### src/rtl/loader_pkg.sv
// loader_pkg: shared states and word-geometry constants for the program loader
package loader_pkg;
  typedef enum logic [2:0] {HDR, LOAD, WRITE, CHK, DONE, ERR} state_t;
  localparam int BYTES_PER_WORD = 4;
  localparam int WORD_BYTES_LOG2 = 2;
endpackage

### src/rtl/program_loader_if.sv
// program_loader_if: byte stream in, instruction-memory write port and boot status out
interface program_loader_if;
  logic [7:0] InData;
  logic InValid;
  logic InReady;
  logic IMWE;
  logic [31:0] IMAddr;
  logic [31:0] IMWData;
  logic CoreRST;
  logic Done;
  logic Error;
  modport master (
    output InData, InValid,
    input InReady, IMWE, IMAddr, IMWData, CoreRST, Done, Error
  );
  modport slave (
    input InData, InValid,
    output InReady, IMWE, IMAddr, IMWData, CoreRST, Done, Error
  );
endinterface

### src/rtl/byte_assembler.sv
// byte_assembler: packs four accepted bytes little-endian into a 32-bit word
module byte_assembler
  import loader_pkg::*;
(
  input  logic CLK,
  input  logic RST,
  input  logic Clear,
  input  logic Take,
  input  logic [7:0] InData,
  output logic [31:0] Word,
  output logic WordValid
);
  logic [1:0] cnt;
  logic [23:0] acc;
  assign WordValid = Take && cnt == 2'(BYTES_PER_WORD - 1);
  assign Word = {InData, acc};
  // position each byte by the group counter; the fourth byte goes straight to Word
  always_ff @(posedge CLK) begin
    if (RST || Clear) begin
      cnt <= 2'd0;
      if (RST) acc <= 24'd0;
    end else if (Take) begin
      cnt <= cnt + 2'd1;
      if (!WordValid) acc[{cnt, 3'b000} +: 8] <= InData;
    end
  end
endmodule

### src/rtl/program_loader.sv
// program_loader: writes a length-prefixed, XOR-checked image into instruction memory
module program_loader
  import loader_pkg::*;
#(
  parameter int DEPTH = 1024,
  parameter logic [31:0] BASE_ADDR = 32'h0000_0000
) (
  input logic CLK,
  input logic RST,
  program_loader_if.slave bus
);
  localparam int IW = $clog2(DEPTH + 1);
  state_t state;
  logic [31:0] count;
  logic [31:0] sum;
  logic [31:0] word;
  logic [IW-1:0] idx;
  logic accepting;
  logic take;
  logic wv;
  assign accepting = state == HDR || state == LOAD || state == CHK;
  assign bus.InReady = !RST && accepting;
  assign take = bus.InValid && bus.InReady;
  byte_assembler u_asm (
    .CLK(CLK),
    .RST(RST),
    .Clear(!accepting),
    .Take(take),
    .InData(bus.InData),
    .Word(word),
    .WordValid(wv)
  );
  // load sequencer: header, word/write pairs, checksum, then sticky DONE or ERR
  always_ff @(posedge CLK) begin
    if (RST) begin
      state <= HDR;
      count <= 32'd0;
      sum <= 32'd0;
      idx <= '0;
      bus.IMWE <= 1'b0;
      bus.IMAddr <= 32'd0;
      bus.IMWData <= 32'd0;
      bus.CoreRST <= 1'b1;
      bus.Done <= 1'b0;
      bus.Error <= 1'b0;
    end else begin
      bus.IMWE <= 1'b0;
      case (state)
        HDR: if (wv) begin
          count <= word;
          state <= word == 32'd0 ? DONE : word > 32'(DEPTH) ? ERR : LOAD;
          bus.Done <= word == 32'd0;
          bus.CoreRST <= word != 32'd0;
          bus.Error <= word > 32'(DEPTH);
        end
        LOAD: if (wv) begin
          bus.IMWE <= 1'b1;
          bus.IMAddr <= BASE_ADDR + (32'(idx) << WORD_BYTES_LOG2);
          bus.IMWData <= word;
          state <= WRITE;
        end
        WRITE: begin
          sum <= sum ^ bus.IMWData;
          idx <= idx + IW'(1);
          state <= 32'(idx) + 32'd1 == count ? CHK : LOAD;
        end
        CHK: if (wv) begin
          state <= word == sum ? DONE : ERR;
          bus.Done <= word == sum;
          bus.CoreRST <= word != sum;
          bus.Error <= word != sum;
        end
        default: ;
      endcase
    end
  end
endmodule
### src/flat_wrapper.sv
// flat-port wrapper written by rule: the top's interface ports become plain ports
module program_loader_flat import loader_pkg::*;
#(
  parameter int DEPTH = 1024,
  parameter logic [31:0] BASE_ADDR = 32'h0000_0000
)
  (CLK, RST, bus_InData, bus_InValid, bus_InReady, bus_IMWE, bus_IMAddr, bus_IMWData, bus_CoreRST, bus_Done, bus_Error);
  program_loader_if bus_i ();
  input logic CLK;
  input logic RST;
  input wire logic [$bits(bus_i.InData)-1:0] bus_InData;
  input wire logic [$bits(bus_i.InValid)-1:0] bus_InValid;
  output wire logic [$bits(bus_i.InReady)-1:0] bus_InReady;
  output wire logic [$bits(bus_i.IMWE)-1:0] bus_IMWE;
  output wire logic [$bits(bus_i.IMAddr)-1:0] bus_IMAddr;
  output wire logic [$bits(bus_i.IMWData)-1:0] bus_IMWData;
  output wire logic [$bits(bus_i.CoreRST)-1:0] bus_CoreRST;
  output wire logic [$bits(bus_i.Done)-1:0] bus_Done;
  output wire logic [$bits(bus_i.Error)-1:0] bus_Error;
  assign bus_i.InData = bus_InData;
  assign bus_i.InValid = bus_InValid;
  assign bus_InReady = bus_i.InReady;
  assign bus_IMWE = bus_i.IMWE;
  assign bus_IMAddr = bus_i.IMAddr;
  assign bus_IMWData = bus_i.IMWData;
  assign bus_CoreRST = bus_i.CoreRST;
  assign bus_Done = bus_i.Done;
  assign bus_Error = bus_i.Error;
  program_loader #(.DEPTH(DEPTH), .BASE_ADDR(BASE_ADDR)) u_core (.CLK(CLK), .RST(RST), .bus(bus_i));
endmodule
### config.mk
export PLATFORM = sky130hd
export DESIGN_NAME = program_loader_flat
export DESIGN_NICKNAME = d
export VERILOG_FILES = /design/src/rtl/loader_pkg.sv /design/src/rtl/program_loader_if.sv /design/src/rtl/byte_assembler.sv /design/src/rtl/program_loader.sv /design/src/flat_wrapper.sv
export SDC_FILE = /design/constraint.sdc
export NUM_CORES = 1
export LEC_CHECK = 0
export CAP_MARGIN = 20
export CORE_MARGIN = 2
export CORE_UTILIZATION = 47
export CTS_CLUSTER_SIZE = 20
export DETAILED_ROUTE_END_ITERATION = 6
export PLACE_DENSITY = 0.78
export SLEW_MARGIN = 10
export SYNTH_ARGS = -nofsm -noshare
export SYNTH_HDL_FRONTEND = slang
export SYNTH_SLANG_ARGS = --single-unit
### constraint.sdc
create_clock -name CLK -period 2.8 [get_ports CLK]
set_input_delay 0.56 -clock CLK [delete_from_list [all_inputs] [get_ports CLK]]
set_output_delay 0.56 -clock CLK [all_outputs]
set_load 0.005 [all_outputs]
==> flow_metrics.env, run 1 <==
export IMPL_fillers=1248
export IMPL_skew_ns=0.00807
export IMPL_finalPower_mw=4.87
export IMPL_netlist_instances=830
export IMPL_vias_per_cell=5.27
export IMPL_path_delay_family="buffers and inverters"
export IMPL_cts_resized=0
export IMPL_grt_pass1_vias=5151
export IMPL_critical_path_depth=4
export IMPL_post_route_drc_count=0
export IMPL_r2r_end="u_core.bus.CoreRST$_SDFFE_PP1P_"
export IMPL_nNetsFinal=891
export IMPL_grt_usage=0.218
export IMPL_start_kind="flop"
export IMPL_max_cap_violations=0
export IMPL_required_ns=2.24
export IMPL_dieArea_sq_um=15600
export IMPL_worstPathArrival_ns=2.08
export IMPL_htreeDepth=4
export IMPL_status="completed"
export IMPL_layout_drive_gt1_share=0.0631
export IMPL_die_y_microns=125
export IMPL_ys_ff_latch=151
export IMPL_fin_util=0.564
export IMPL_synthArstFlopShare=0
export IMPL_drv_slew=0
export IMPL_synth_cell_type_count=45
export IMPL_synth_warnings=0
export IMPL_antenna_found_initial=0
export IMPL_ff2ff_setup_slack_ns=0.61
export IMPL_fin_crit_sh=0.941
export IMPL_core_sq_um=14400
export IMPL_power_density_nw_per_um2=601
export IMPL_whs_ns=0.449
export IMPL_grt_setup_unrepaired="false"
export IMPL_dieWidth_microns=125
export IMPL_clock_latency_ns=0.43
export IMPL_slowest_stage="dfxtp_1"
export IMPL_gp_congestion=0.891
export IMPL_fmax_mhz=379
export IMPL_cts_tree="yes"
export IMPL_cts_sinks=151
export IMPL_path_cells="nor2b_4, or3_1, inv_1, clkdlybuf4s50_1"
export IMPL_portBuffers=58
export IMPL_via_count=5639
export IMPL_ioPinCount=80
export IMPL_setup_ws_ns=0.164
export IMPL_overflow=0
export IMPL_initial_core_util=0.477
export IMPL_synth_edf_count=24
export IMPL_grt_pass1_wl_microns=27000
export IMPL_ir_worst_vdd_mv=0.432
export IMPL_dp_slack_ns=0.226
export IMPL_cts_setup_buffers=0
export IMPL_ys_flop_type="dfxtp_1"
export IMPL_crit_type="flop to output port"
export IMPL_cts_buffers=17
export IMPL_post_dp_hpwl_microns=11100
export IMPL_fin_crit_ns=2.64
export IMPL_startpoint="u_core.state[0]$_SDFFE_PP0P_"
export IMPL_maxSlewHeadroom=0.569
export IMPL_cts_buffer_depth=2
export IMPL_clk_pin_slew_ns=0.06
export IMPL_ctsHoldBuffers=0
export IMPL_hold_class="flop to flop"
export IMPL_p_leak_nw=2.82
export IMPL_dpl_instance_area_sq_um=7530
export IMPL_first_pass_iters=5
export IMPL_syn_area_per_cell_sq_um=8.25
export IMPL_worstSetupEndpointType="output port"
export IMPL_final_cell_area_sq_um=8100
export IMPL_wl_per_cell_microns=15.6
export IMPL_worst_pin_slew_ns=0.646
export IMPL_multi_input_area_sq_um=3260
export IMPL_crit_path_max_incr_delay_ns=0.51
export IMPL_layout_area_seq_sq_um=3260
export IMPL_place_inst=1039
export IMPL_grt_max_degree=66
export IMPL_wirelength_microns=16700
export IMPL_crit_end="bus_InReady"
export IMPL_clockRootBuffer="clkbuf_16"
export IMPL_ff2ff_path_depth=5
export IMPL_setup_viol=0
export IMPL_final_antenna_net_count=0
export IMPL_cp_max_fo=9
export IMPL_drt_iter0_drc=546
export IMPL_setup_tns_ns=0
export IMPL_post_layout_nonfiller_instances=1071
export IMPL_timing_rr_start="u_core.u_asm.cnt[0]$_SDFFE_PN0P_"
export IMPL_ys_seq_area_frac=0.476
export IMPL_hold_viol=0
export IMPL_row_count=44
export IMPL_area_growth_pct=18.3
export IMPL_layout_commonest_cell="nand2_1"
export IMPL_layout_common_cells="nand2_1 (200), dfxtp_1 (127), a21oi_1 (108), nor2_1 (82), clkdlybuf4s50_1 (57)"
export IMPL_diodes=0
export IMPL_critPathBufInv=2
export IMPL_synthesis_area_sq_um=6850
## cells by family (layout without fill, tap and decap cells)
group,Yosys count,count (layout),synth area share
AND/OR/NAND/NOR,368,368,0.235
XOR/XNOR,90,90,0.115
buffers and inverters,83,120,0.0601
AO/OA/AOI/OAI,129,129,0.0990
adder cells (fa/ha/maj),6,6,0.0110
flip-flops,151,151,0.476
multiplexers,2,2,0.00311
other,1,21,0.000548
## power breakdown
group	internal (mW)	switching, mW	total [mW]	leakage, nW
Combinational	0.125	0.184	0.310	1.26
Sequential	2.26	0.0819	2.34	1.29
Clock	1.36	0.861	2.22	0.269
Total	3.74	1.13	4.87	2.82
## cells in the mapped netlist (7+ instances only)
| library cell | instances | area (sq um) |
|---|---|---|
| edfxtp_1 | 24 | 721 |
| buf_4 | 21 | 158 |
| a21oi_1 | 108 | 541 |
| o21ai_0 | 8 | 40.0 |
| nor2b_1 | 29 | 181 |
| nand4_1 | 14 | 87.6 |
| xor2_1 | 43 | 377 |
| inv_1 | 7 | 26.3 |
| buf_2 | 11 | 55.1 |
| nor2_1 | 83 | 312 |
| clkbuf_1 | 37 | 139 |
| nor4_1 | 12 | 75.1 |
| dfxtp_1 | 127 | 2540 |
| xnor2_1 | 47 | 412 |
| nand2_1 | 200 | 751 |
## per-layer routing
metal  track usage  part of all wire  vias up
met5             0                 0        -
li1              -                 -     2767
met4        0.0720             0.019        0
met2         0.342              0.47      195
met1         0.298              0.46     2652
met3        0.0481             0.059       25
## worst min-delay path by stage
| stage | from | endpoint | slack (ns) | depth (start not counted) |
|---|---|---|---|---|
| floorplan | u_core.count[15]$_SDFFE_PP0P_ | u_core.count[15]$_SDFFE_PP0P_ | 0.43 | 2 |
| global placement | u_core.count[15]$_SDFFE_PP0P_ | u_core.count[15]$_SDFFE_PP0P_ | 0.44 | 2 |
| detailed placement | u_core.count[15]$_SDFFE_PP0P_ | u_core.count[15]$_SDFFE_PP0P_ | 0.45 | 2 |
| finish | u_core.bus.IMAddr[11]$_SDFFE_PP0P_ | u_core.bus.IMAddr[11]$_SDFFE_PP0P_ | 0.45 | 2 |
| CTS | u_core.count[15]$_SDFFE_PP0P_ | u_core.count[15]$_SDFFE_PP0P_ | 0.45 | 2 |
| global route | u_core.count[23]$_SDFFE_PP0P_ | u_core.count[23]$_SDFFE_PP0P_ | 0.47 | 2 |
## final cells by class
| class | instances | area share |
|---|---|---|
| tap | 184 | 0.0284 |
| sequential | 151 | 0.403 |
| timing repair buffer | 80 | 0.0933 |
| multi-input combinational | 616 | 0.402 |
| inverter | 8 | 0.00371 |
| clock buffer | 24 | 0.0584 |
| clock inverter | 8 | 0.0119 |
## state kept, by name, summed over array words and instances (netlist names)
register,count
u_core.bus.CoreRST,1
u_core.bus.Done,1
u_core.bus.Error,1
u_core.bus.IMAddr,11
u_core.bus.IMWData,32
u_core.bus.IMWE,1
u_core.count,32
u_core.idx,11
u_core.state,3
u_core.sum,32
u_core.u_asm.acc,24
u_core.u_asm.cnt,2
## worst register-to-register path, delay by kind of cell (launching register included)
family          cells  cell delay (ns)
simple gates        3             0.99
compound gates      1             0.37
fa+ha+maj           1             0.25
flops               1             0.46
Power figures use the tool's default switching activity.
==> inputs of run 2 (changes only) <==
Settings changed: PLACE_DENSITY 0.78 to 0.68.
Clock period 2.8 ns to 3 ns, I/O delays scaled along.
==> flow_metrics.env, run 2 (same netlist as run 1, synthesis figures left out) <==
export IMPL_ctsHoldBuffers=0
export IMPL_setup_viol=0
export IMPL_post_dp_hpwl_microns=11300
export IMPL_setup_tns_ns=0
export IMPL_max_cap_violations=0
export IMPL_row_count=44
export IMPL_first_pass_iters=5
export IMPL_critPathBufInv=2
export IMPL_grt_setup_unrepaired="false"
export IMPL_crit_type="flop to output port"
export IMPL_diodes=0
export IMPL_slowest_stage="dfxtp_1"
export IMPL_grt_max_degree=99
export IMPL_required_ns=2.40
export IMPL_maxSlewHeadroom=0.324
export IMPL_path_cells="nor2b_4, or3_1, inv_1, clkdlybuf4s50_1"
export IMPL_vias_per_cell=5.20
export IMPL_drv_slew=0
export IMPL_core_sq_um=14400
export IMPL_fmax_mhz=376
export IMPL_p_leak_nw=2.81
export IMPL_layout_commonest_cell="nand2_1"
export IMPL_post_route_drc_count=0
export IMPL_antenna_found_initial=0
export IMPL_grt_pass1_vias=5224
export IMPL_portBuffers=58
export IMPL_cts_resized=0
export IMPL_hold_viol=0
export IMPL_status="completed"
export IMPL_initial_core_util=0.477
export IMPL_ioPinCount=80
export IMPL_ir_worst_vdd_mv=0.437
export IMPL_wl_per_cell_microns=15.9
export IMPL_worst_pin_slew_ns=1.01
export IMPL_htreeDepth=4
export IMPL_worstPathArrival_ns=2.06
export IMPL_fin_util=0.562
export IMPL_hold_class="flop to flop"
export IMPL_cts_buffer_depth=2
export IMPL_crit_path_max_incr_delay_ns=0.52
export IMPL_grt_usage=0.225
export IMPL_die_y_microns=125
export IMPL_layout_common_cells="nand2_1 (200), dfxtp_1 (127), a21oi_1 (108), nor2_1 (82), clkdlybuf4s50_1 (57)"
export IMPL_reg_top3="u_core.bus.IMWData: 32 flops, u_core.count: 32 flops, u_core.sum: 32 flops"
export IMPL_fin_crit_sh=0.886
export IMPL_drt_iter0_drc=477
export IMPL_cts_setup_buffers=0
export IMPL_dieWidth_microns=125
export IMPL_via_count=5557
export IMPL_area_growth_pct=18.0
export IMPL_cts_tree="yes"
export IMPL_cts_buffers=17
export IMPL_worstSetupEndpointType="output port"
export IMPL_timing_rr_start="u_core.u_asm.cnt[0]$_SDFFE_PN0P_"
export IMPL_skew_ns=0.00691
export IMPL_dieArea_sq_um=15600
export IMPL_power_density_nw_per_um2=556
export IMPL_nNetsFinal=889
export IMPL_grt_pass1_wl_microns=27700
export IMPL_cp_max_fo=9
export IMPL_cts_sinks=151
export IMPL_start_kind="flop"
export IMPL_overflow=0
export IMPL_layout_drive_gt1_share=0.0655
export IMPL_final_antenna_net_count=0
export IMPL_gp_congestion=0.916
export IMPL_wirelength_microns=17000
export IMPL_min_from="u_core.count[14]$_SDFFE_PP0P_"
export IMPL_clk_pin_slew_ns=0.06
export IMPL_clock_latency_ns=0.43
export IMPL_clockRootBuffer="clkbuf_16"
export IMPL_startpoint="u_core.state[0]$_SDFFE_PP0P_"
export IMPL_fin_crit_ns=2.66
export IMPL_path_delay_family="buffers and inverters"
## run 2: area by class of cell
type / count / area, sq um
clock inverters: 12 / 101
flip-flops and latches: 151 / 3260
clock buffers: 20 / 458
fillers: 1331 / 6290
multi-input cells: 616 / 3260
inverters: 8 / 30.0
repair buffers: 78 / 741
well taps: 184 / 230
## run 2: metal layers
metal | part of all wire | routed length [microns] | vias to the layer above | track usage
met2 | 0.45 | 7670 | 189 | 0.353
met5 | 0 | 0 | - | 0
met1 | 0.46 | 7810 | 2567 | 0.300
met4 | 0.028 | 479 | 0 | 0.0886
met3 | 0.061 | 1040 | 39 | 0.0546
li1 | - | - | 2762 | -
## run 2: metrics by stage
step / hold slack, ns / power, mW / area, sq um / setup slack [ns] / std cells
2_1_floorplan: 0.431 / 2.40 / 6920 / 0.742 / 850
3_3_place_gp: 0.442 / 2.50 / 7520 / 0.361 / 1037
3_5_place_dp: 0.445 / 2.50 / 7520 / 0.310 / 1037
4_1_cts: 0.453 / 4.52 / 8080 / 0.346 / 1069
5_1_grt: 0.469 / 4.65 / 8080 / 0.264 / 1069
6_report: 0.452 / 4.49 / 8080 / 0.341 / 1069
## run 2: final timing paths
path | slack, ns | end | cells after the start
worst max-delay path | 0.34 | bus_InReady | 4
worst min-delay path | 0.45 | u_core.count[14]$_SDFFE_PP0P_ | 2
worst max register to register | 0.81 | u_core.u_asm.acc[2]$_SDFFCE_PN0P_ | 5
worst min register to register | 0.45 | u_core.count[14]$_SDFFE_PP0P_ | 2
## run 2: report_power, final
group	switching [mW]	internal, mW	total, mW
sequential	0.0821	2.11	2.19
combinational	0.164	0.111	0.275
clock	0.845	1.18	2.03
## run 2: worst register-to-register path, cell delays in order, from the launching register on
cell,delay (ns)
dfxtp_1,0.47
inv_1,0.13
ha_1,0.36
nor3_1,0.76
a21oi_1,0.19
nor2_1,0.13
==> inputs of run 3 (changes only) <==
Settings changed: HOLD_SLACK_MARGIN set to 0.12.
==> results of run 3 <==
Final layout, timing and power as in run 2 (identical DEF).
